File: src/rtl/xpm_memory_sdpram.sv
// -----------------------------------------------------------------------------
// xpm_memory_sdpram
// Simple dual-port RAM with one clock: port A writes, port B reads.
// The read path can be combinational or pipelined through one or two
// registers. Collisions are read-first: a read on the same edge as a write
// to the same address returns the old word.
//
// Ports
//   clk            single clock for both ports
//   rst_n          async active-low reset for the read pipeline registers only
//   ena, wea       write port enable / write enable
//   addra, dina    write address / write data
//   enb            read enable (loads the first read register)
//   regceb         clock enable of the final output register (latency 2)
//   addrb          read address
//   doutb          read data
//   sleep          power-save request, ignored
//   injectsbiterra, injectdbiterra  ECC error injection, ignored
//   sbiterrb, dbiterrb              ECC status, tied low (no ECC)
// -----------------------------------------------------------------------------
module xpm_memory_sdpram #(
  parameter int    ADDR_WIDTH_A       = 6,
  parameter int    ADDR_WIDTH_B       = 6,
  parameter int    WRITE_DATA_WIDTH_A = 32,
  parameter int    READ_DATA_WIDTH_B  = 32,
  parameter int    BYTE_WRITE_WIDTH_A = 32,
  parameter int    MEMORY_SIZE        = 2048,
  parameter int    READ_LATENCY_B     = 1,
  parameter        READ_RESET_VALUE_B = "0",
  parameter string MEMORY_PRIMITIVE   = "auto",
  parameter string WRITE_MODE_B       = "read_first"
) (
  input  logic                          clk,
  input  logic                          rst_n,
  input  logic                          ena,
  input  logic                          wea,
  input  logic [ADDR_WIDTH_A-1:0]       addra,
  input  logic [WRITE_DATA_WIDTH_A-1:0] dina,
  input  logic                          enb,
  input  logic                          regceb,
  input  logic [ADDR_WIDTH_B-1:0]       addrb,
  output logic [READ_DATA_WIDTH_B-1:0]  doutb,
  input  logic                          sleep,
  input  logic                          injectsbiterra,
  input  logic                          injectdbiterra,
  output logic                          sbiterrb,
  output logic                          dbiterrb
);

  localparam int DEPTH = MEMORY_SIZE / WRITE_DATA_WIDTH_A;
  localparam int IDX_W = (DEPTH > 1) ? $clog2(DEPTH) : 1;

  // One extra bit so DEPTH == 2**ADDR_WIDTH is still representable.
  localparam logic [ADDR_WIDTH_A:0] DEPTH_A = (ADDR_WIDTH_A + 1)'(DEPTH);
  localparam logic [ADDR_WIDTH_B:0] DEPTH_B = (ADDR_WIDTH_B + 1)'(DEPTH);

  // Hex string (up to 16 characters) to a read-width constant.
  // NUL padding bytes from the zero-extension are skipped.
  function automatic logic [READ_DATA_WIDTH_B-1:0] hex_to_val(input logic [127:0] s);
    logic [READ_DATA_WIDTH_B-1:0] v;
    logic [7:0]                   c;
    logic [3:0]                   d;
    v = '0;
    for (int i = 15; i >= 0; i--) begin
      c = s[8*i +: 8];
      if (c != 8'h00) begin
        if (c >= 8'h30 && c <= 8'h39)      d = 4'(c - 8'h30);
        else if (c >= 8'h61 && c <= 8'h66) d = 4'(c - 8'h57);
        else if (c >= 8'h41 && c <= 8'h46) d = 4'(c - 8'h37);
        else                               d = 4'h0;
        v = (v << 4) | READ_DATA_WIDTH_B'(d);
      end
    end
    return v;
  endfunction

  localparam logic [READ_DATA_WIDTH_B-1:0] RST_VAL = hex_to_val(128'(READ_RESET_VALUE_B));

  // Implementation hint only; carries no behaviour.
  localparam bit unused_prim_hint = (MEMORY_PRIMITIVE == "");

  if (ADDR_WIDTH_B != ADDR_WIDTH_A)             begin : g_chk_aw  $error("ADDR_WIDTH_B must equal ADDR_WIDTH_A"); end
  if (READ_DATA_WIDTH_B != WRITE_DATA_WIDTH_A)  begin : g_chk_dw  $error("READ_DATA_WIDTH_B must equal WRITE_DATA_WIDTH_A"); end
  if (BYTE_WRITE_WIDTH_A != WRITE_DATA_WIDTH_A) begin : g_chk_bw  $error("only word-wide writes are supported"); end
  if (WRITE_MODE_B != "read_first")             begin : g_chk_wm  $error("only read_first collision mode is supported"); end
  if (READ_LATENCY_B < 0 || READ_LATENCY_B > 2) begin : g_chk_lat $error("READ_LATENCY_B must be 0, 1 or 2"); end

  // Storage is never reset; it starts cleared.
  logic [WRITE_DATA_WIDTH_A-1:0] mem [DEPTH] = '{default: '0};

  logic                         wr_in_range;
  logic                         rd_in_range;
  logic [IDX_W-1:0]             wr_idx;
  logic [IDX_W-1:0]             rd_idx;
  logic [READ_DATA_WIDTH_B-1:0] rd_word;
  logic                         unused_ok;

  assign wr_in_range = ({1'b0, addra} < DEPTH_A);
  assign rd_in_range = ({1'b0, addrb} < DEPTH_B);
  assign wr_idx      = addra[IDX_W-1:0];
  assign rd_idx      = addrb[IDX_W-1:0];

  always_ff @(posedge clk) begin
    if (ena && wea && wr_in_range)
      mem[wr_idx] <= dina;
  end

  always_comb begin
    rd_word = '0;
    if (rd_in_range)
      rd_word = mem[rd_idx];
  end

  if (READ_LATENCY_B == 0) begin : g_lat0
    assign doutb = rd_word;
  end else if (READ_LATENCY_B == 1) begin : g_lat1
    logic [READ_DATA_WIDTH_B-1:0] dout_p1;
    // Stage 1: array read; the same-edge write is not yet visible (read-first).
    always_ff @(posedge clk or negedge rst_n) begin
      if (!rst_n)   dout_p1 <= RST_VAL;
      else if (enb) dout_p1 <= rd_word;
    end
    assign doutb = dout_p1;
  end else begin : g_lat2
    logic [READ_DATA_WIDTH_B-1:0] rd_p1;
    logic [READ_DATA_WIDTH_B-1:0] dout_p2;
    // Stage 1: array read under enb. Stage 2: output register under regceb.
    always_ff @(posedge clk or negedge rst_n) begin
      if (!rst_n) begin
        rd_p1   <= RST_VAL;
        dout_p2 <= RST_VAL;
      end else begin
        if (enb)    rd_p1   <= rd_word;
        if (regceb) dout_p2 <= rd_p1;
      end
    end
    assign doutb = dout_p2;
  end

  assign sbiterrb = 1'b0;
  assign dbiterrb = 1'b0;

  // Inputs that only some latency configurations consume, plus ignored pins.
  assign unused_ok = ^{sleep, injectsbiterra, injectdbiterra, enb, regceb, rst_n, unused_prim_hint};

endmodule

File: config.mk
export PLATFORM = sky130hd
export DESIGN_NAME = xpm_memory_sdpram
export DESIGN_NICKNAME = d
export VERILOG_FILES = /design/src/rtl/xpm_memory_sdpram.sv
export SDC_FILE = /design/constraint.sdc
export NUM_CORES = 2
export LEC_CHECK = 0
export CAP_MARGIN = 15
export CORE_MARGIN = 10
export CORE_UTILIZATION = 54
export CTS_CLUSTER_SIZE = 20
export DETAILED_ROUTE_END_ITERATION = 6
export PLACE_DENSITY = 0.7
export SLEW_MARGIN = 20
export SYNTH_ARGS = -nofsm -noshare
export SYNTH_HDL_FRONTEND = slang
export SYNTH_SLANG_ARGS = --single-unit
File: constraint.sdc
create_clock -name clk -period 5.1 [get_ports clk]
set_clock_uncertainty 0.2 [all_clocks]
set_input_delay 1.02 -clock clk [delete_from_list [all_inputs] [get_ports clk]]
set_output_delay 1.02 -clock clk [all_outputs]
set_load 0.01 [all_outputs]
* After elaboration in Yosys (flattened, before gate mapping) *
Memory sizes are Yosys's and may differ from the RTL's. A register that Yosys moved wholly into a read port is not among the register bits.
Index checks and enable logic that the tools add are counted.

storage, ports and cells
  register bits after elaboration = 0
  RAM bits = 2,048
  bits of input ports = 53
  output and inout bits = 34
  logic and storage cells = 5
  memories = 1

memories
  memory  depth  width  read ports  clocked after Yosys merged registers in  write ports  line  RTL
  mem     64     32     1           1                                        1            89    logic [WRITE_DATA_WIDTH_A-1:0] mem [DEPTH] = '{default: '0};

cells by class
  multiplexer cells = 2
  reduce and logical (&&, ||, !) cells = 2

operators with widths
  kind                 count
  $mux W1              2
  $logic_and A1 B1 Y1  1
  $logic_not A1 Y1     1

* Longest topological paths before layout *
  depth in word-level cells = 3
  depth in mapped cells = 10
  gate-level depth less buffers = 6

* Worst setup path after synthesis *
OpenSTA, ideal clock, no wires.

  path type = input -> register
  start point = in addra[5]
  end point = mem mem[48][0] (enable)
  library setup time = 0.461 ns
  arrival = 3.802 ns
  data required time = 4.439 ns
  setup slack = 0.637 ns
  cell stages on the path = 5
  path buffers = 1
  cells stage by stage = clkbuf_1 nand2_1 nor3_1 nand2b_1 nor3_1

RTL lines
  element             line  RTL
  start: declaration  37    input logic [ADDR_WIDTH_A-1:0] addra,
  end: declaration    89

No word-level cell before the write port.

==> results_dict.tcl <==
set metrics [dict create \
    insertion_delay_ns 0.82 \
    cts_hold_buf 0 \
    overflow 0 \
    cts.sinks 2080 \
    synth_top_cell_by_area "edfxtp_1" \
    synth_seq_cells 2080 \
    ys_types 36 \
    cts_tree "yes" \
    period_minus_slack_ns 3.55 \
    setup_slack_ns 1.55 \
    synth_edf_count 2048 \
    hold-worst-slack_ns 0.153 \
    grt_util_all_layers_pct 23.4 \
    post-place-ws_ns 0.841 \
    numCtsBuffers 195 \
    core_um2 147000 \
    slowest_stage "clkdlybuf4s50_1" \
    path_max_fanout 32 \
    synth_commonest_cells "edfxtp_1 (2048), mux4_2 (353), mux2i_1 (321), nor2_1 (224)" \
    grt_antenna_before_repair 22 \
    syn-mean-instance-area_um2 20.8 \
    path_buf_inv 2 \
    maxSlewHeadroom_pct 26.7 \
    reg2reg_to "doutb[4]" \
    hold_class "primary input to asynchronous set/reset pin" \
    grt_pass1_vias 39400 \
    vdd_drop_max_uv 288 \
    synth_top_area_share_pct 76.9 \
    r2r_slack_ns 2.70 \
    finalSetupViolations 0 \
    end_kind "register" \
    die_area_um2 164000 \
    htreeDepth 4 \
    crit_family "buffers and inverters" \
    yosysMostFrequentCell "edfxtp_1" \
    syn2layout_area_growth_pct 12.6 \
    cts_resized 0 \
    grt_pass1_wl_um 278000 \
    numPortBuffers 80 \
    num_vias 39400 \
    power.density_nw_per_um2 385 \
    max_freq_ghz 0.282 \
    nets 4113 \
    crit_arrival_ns 4.01 \
    syn_area_um2 80000 \
    drv_slew 0 \
    gp_congestion 0.828 \
    worstPathCellList "clkdlybuf4s50_1, nand4bb_1, buf_4, o22ai_1, a21oi_1, nand2_1, o32ai_1, o221ai_1" \
    synth_area_leaders "edfxtp_1 (77%), mux4_2 (9.9%), mux2i_1 (4.0%)" \
    hold_violations 0 \
    clk_pin_slew_ns 0.07 \
    root_buffer "clkbuf_16" \
    route.antenna.remaining_nets 0 \
    ys_seq_area_share_pct 77.9 \
    vias_per_cell 6.40 \
    pin_count 87 \
    final_layout_size_suffix_gt1_share_pct 22.8 \
    post_cts.repair.setup_buffers 0 \
    synth_flop_cell "edfxtp_1" \
    crit_type "primary input to register" \
    rsz0062_at_grt "false" \
    finalSetupTns_ns 0 \
    grt_max_degree 73 \
    yosysWarnings 0 \
    cap_violations 0 \
    hpwl_um 108000 \
    leakagePower_nw 28.8 \
    worst_r2r_path_depth 5 \
    drc_errors 0 \
    drt_wl_total_um 192000 \
    num_rows 141 \
    critPathLaunchType "primary input" \
    worstMarginPinSlew_ns 1.10 \
    ys_async_sr_fraction_pct 1.54 \
    synthCells 3848 \
    fin_crit_sh_pct 69.6 \
    fp.dieH_um 405 \
    fin_util_pct 61.1 \
    max_stage_delay_ns 0.89 \
    critPathRequiredTime_ns 5.56 \
    r2r_start "doutb[4]" \
    drt_iter0_drc 4183 \
    fp.dieW_um 405 \
    status "finished, final reports clean" \
    max-clock-path-buffers 3 \
    start_util_pct 54.2 \
    drt_pass1_iterations 6 \
    wl_per_cell_um 31.2 \
]
[layout by cell type (no fill, tap or decap), types with 2 or more instances in the layout]
| master | instances |
|---|---|
| clkbuf_1 | 59 |
| mux4_2 | 353 |
| nand3b_1 | 3 |
| nor2b_1 | 96 |
| clkinv_2 | 23 |
| buf_2 | 15 |
| inv_6 | 8 |
| buf_8 | 3 |
| clkinv_1 | 42 |
| nor3_2 | 2 |
| nand4b_1 | 3 |
| conb_1 | 2 |
| o221ai_1 | 33 |
| buf_12 | 29 |
| mux2i_1 | 321 |
| a21oi_1 | 96 |
| buf_4 | 146 |
| diode_2 | 5 |
| clkdlybuf4s50_1 | 43 |
| mux2_2 | 95 |
| nor2_4 | 62 |
| nor4_1 | 62 |
| clkbuf_16 | 199 |
| nand3_1 | 4 |
| nand2b_1 | 5 |
| nor2_1 | 162 |
| clkinv_8 | 2 |
| nand2_1 | 44 |
| clkbuf_8 | 2 |
| o32ai_1 | 31 |
| a211oi_1 | 62 |
| dfrtp_1 | 32 |
| edfxtp_1 | 2048 |
| bufinv_16 | 14 |
| o22ai_1 | 97 |
[through the flow]
step / area (µm²) / std cells / power (mW)
floorplan: 80000 / 3849 / 20.2
global placement: 84000 / 5793 / 21.1
detailed placement: 84000 / 5793 / 21.1
CTS: 90000 / 6144 / 34.9
global route: 90100 / 6144 / 35.6
finish: 90100 / 6149 / 34.7
[registers in the layout (all words and copies together) (netlist names)]
register and cells:
mem 2048, doutb 32
[report_power, final]
part           total, mW  internal (mW)  switching [mW]  leakage [nW]
Clock               13.9           7.88            6.06          2.95
Combinational       1.77          0.659            1.11          7.06
Sequential          19.0           18.9          0.0959          18.8
Total               34.7           27.4            7.27          28.8
[area by class of cell]
type	instances	area [µm²]
clock buffer	260	5230
antenna	5	12.5
multi-input combinational	1546	17100
tap	1930	2410
timing repair buffer	237	2240
sequential	2080	62300
clock inverter	91	825
fill	10100	57400
[per-layer routing]
layer	wire length, µm	GRT usage, %	share of wire [%]
met1	76900	33.3	40
met2	91100	36.3	48
met3	18900	6.10	9.8
met4	4680	6.26	2.4
met5	161	0	0.084
[worst reg2reg max path: stages (launching register included)]
cell and delay [ns]:
dfrtp_1 0.55, nor2b_1 0.33, nor4_1 0.29, nand2_1 0.20, o32ai_1 0.45, o221ai_1 0.22
[cells by family (layout without fill, tap and decap cells)]
kind of cell           after synthesis  after routing  share of synthesized area, %
AOI/OAI and AO/OA                  319            319                          2.64
and+or+nand+nor                    455            455                          2.75
DFF                               2080           2080                          77.9
other                                1              7                       0.00469
buffers and inverters              223            588                          1.41
muxes                              770            770                          15.3
[worst max-delay path by stage]
stage	from	to	slack [ns]	depth (start not counted)
final	addrb[5]	doutb[18]	1.55	8
after floorplan	addra[5]	mem[48][0]	0.64	5
after global placement	addrb[5]	doutb[24]	0.93	8
after CTS	addrb[5]	doutb[24]	1.68	8
after detailed placement	addrb[5]	doutb[24]	0.84	8
after global routing	addrb[5]	doutb[20]	1.62	8
(Power assumes the default switching activity.)
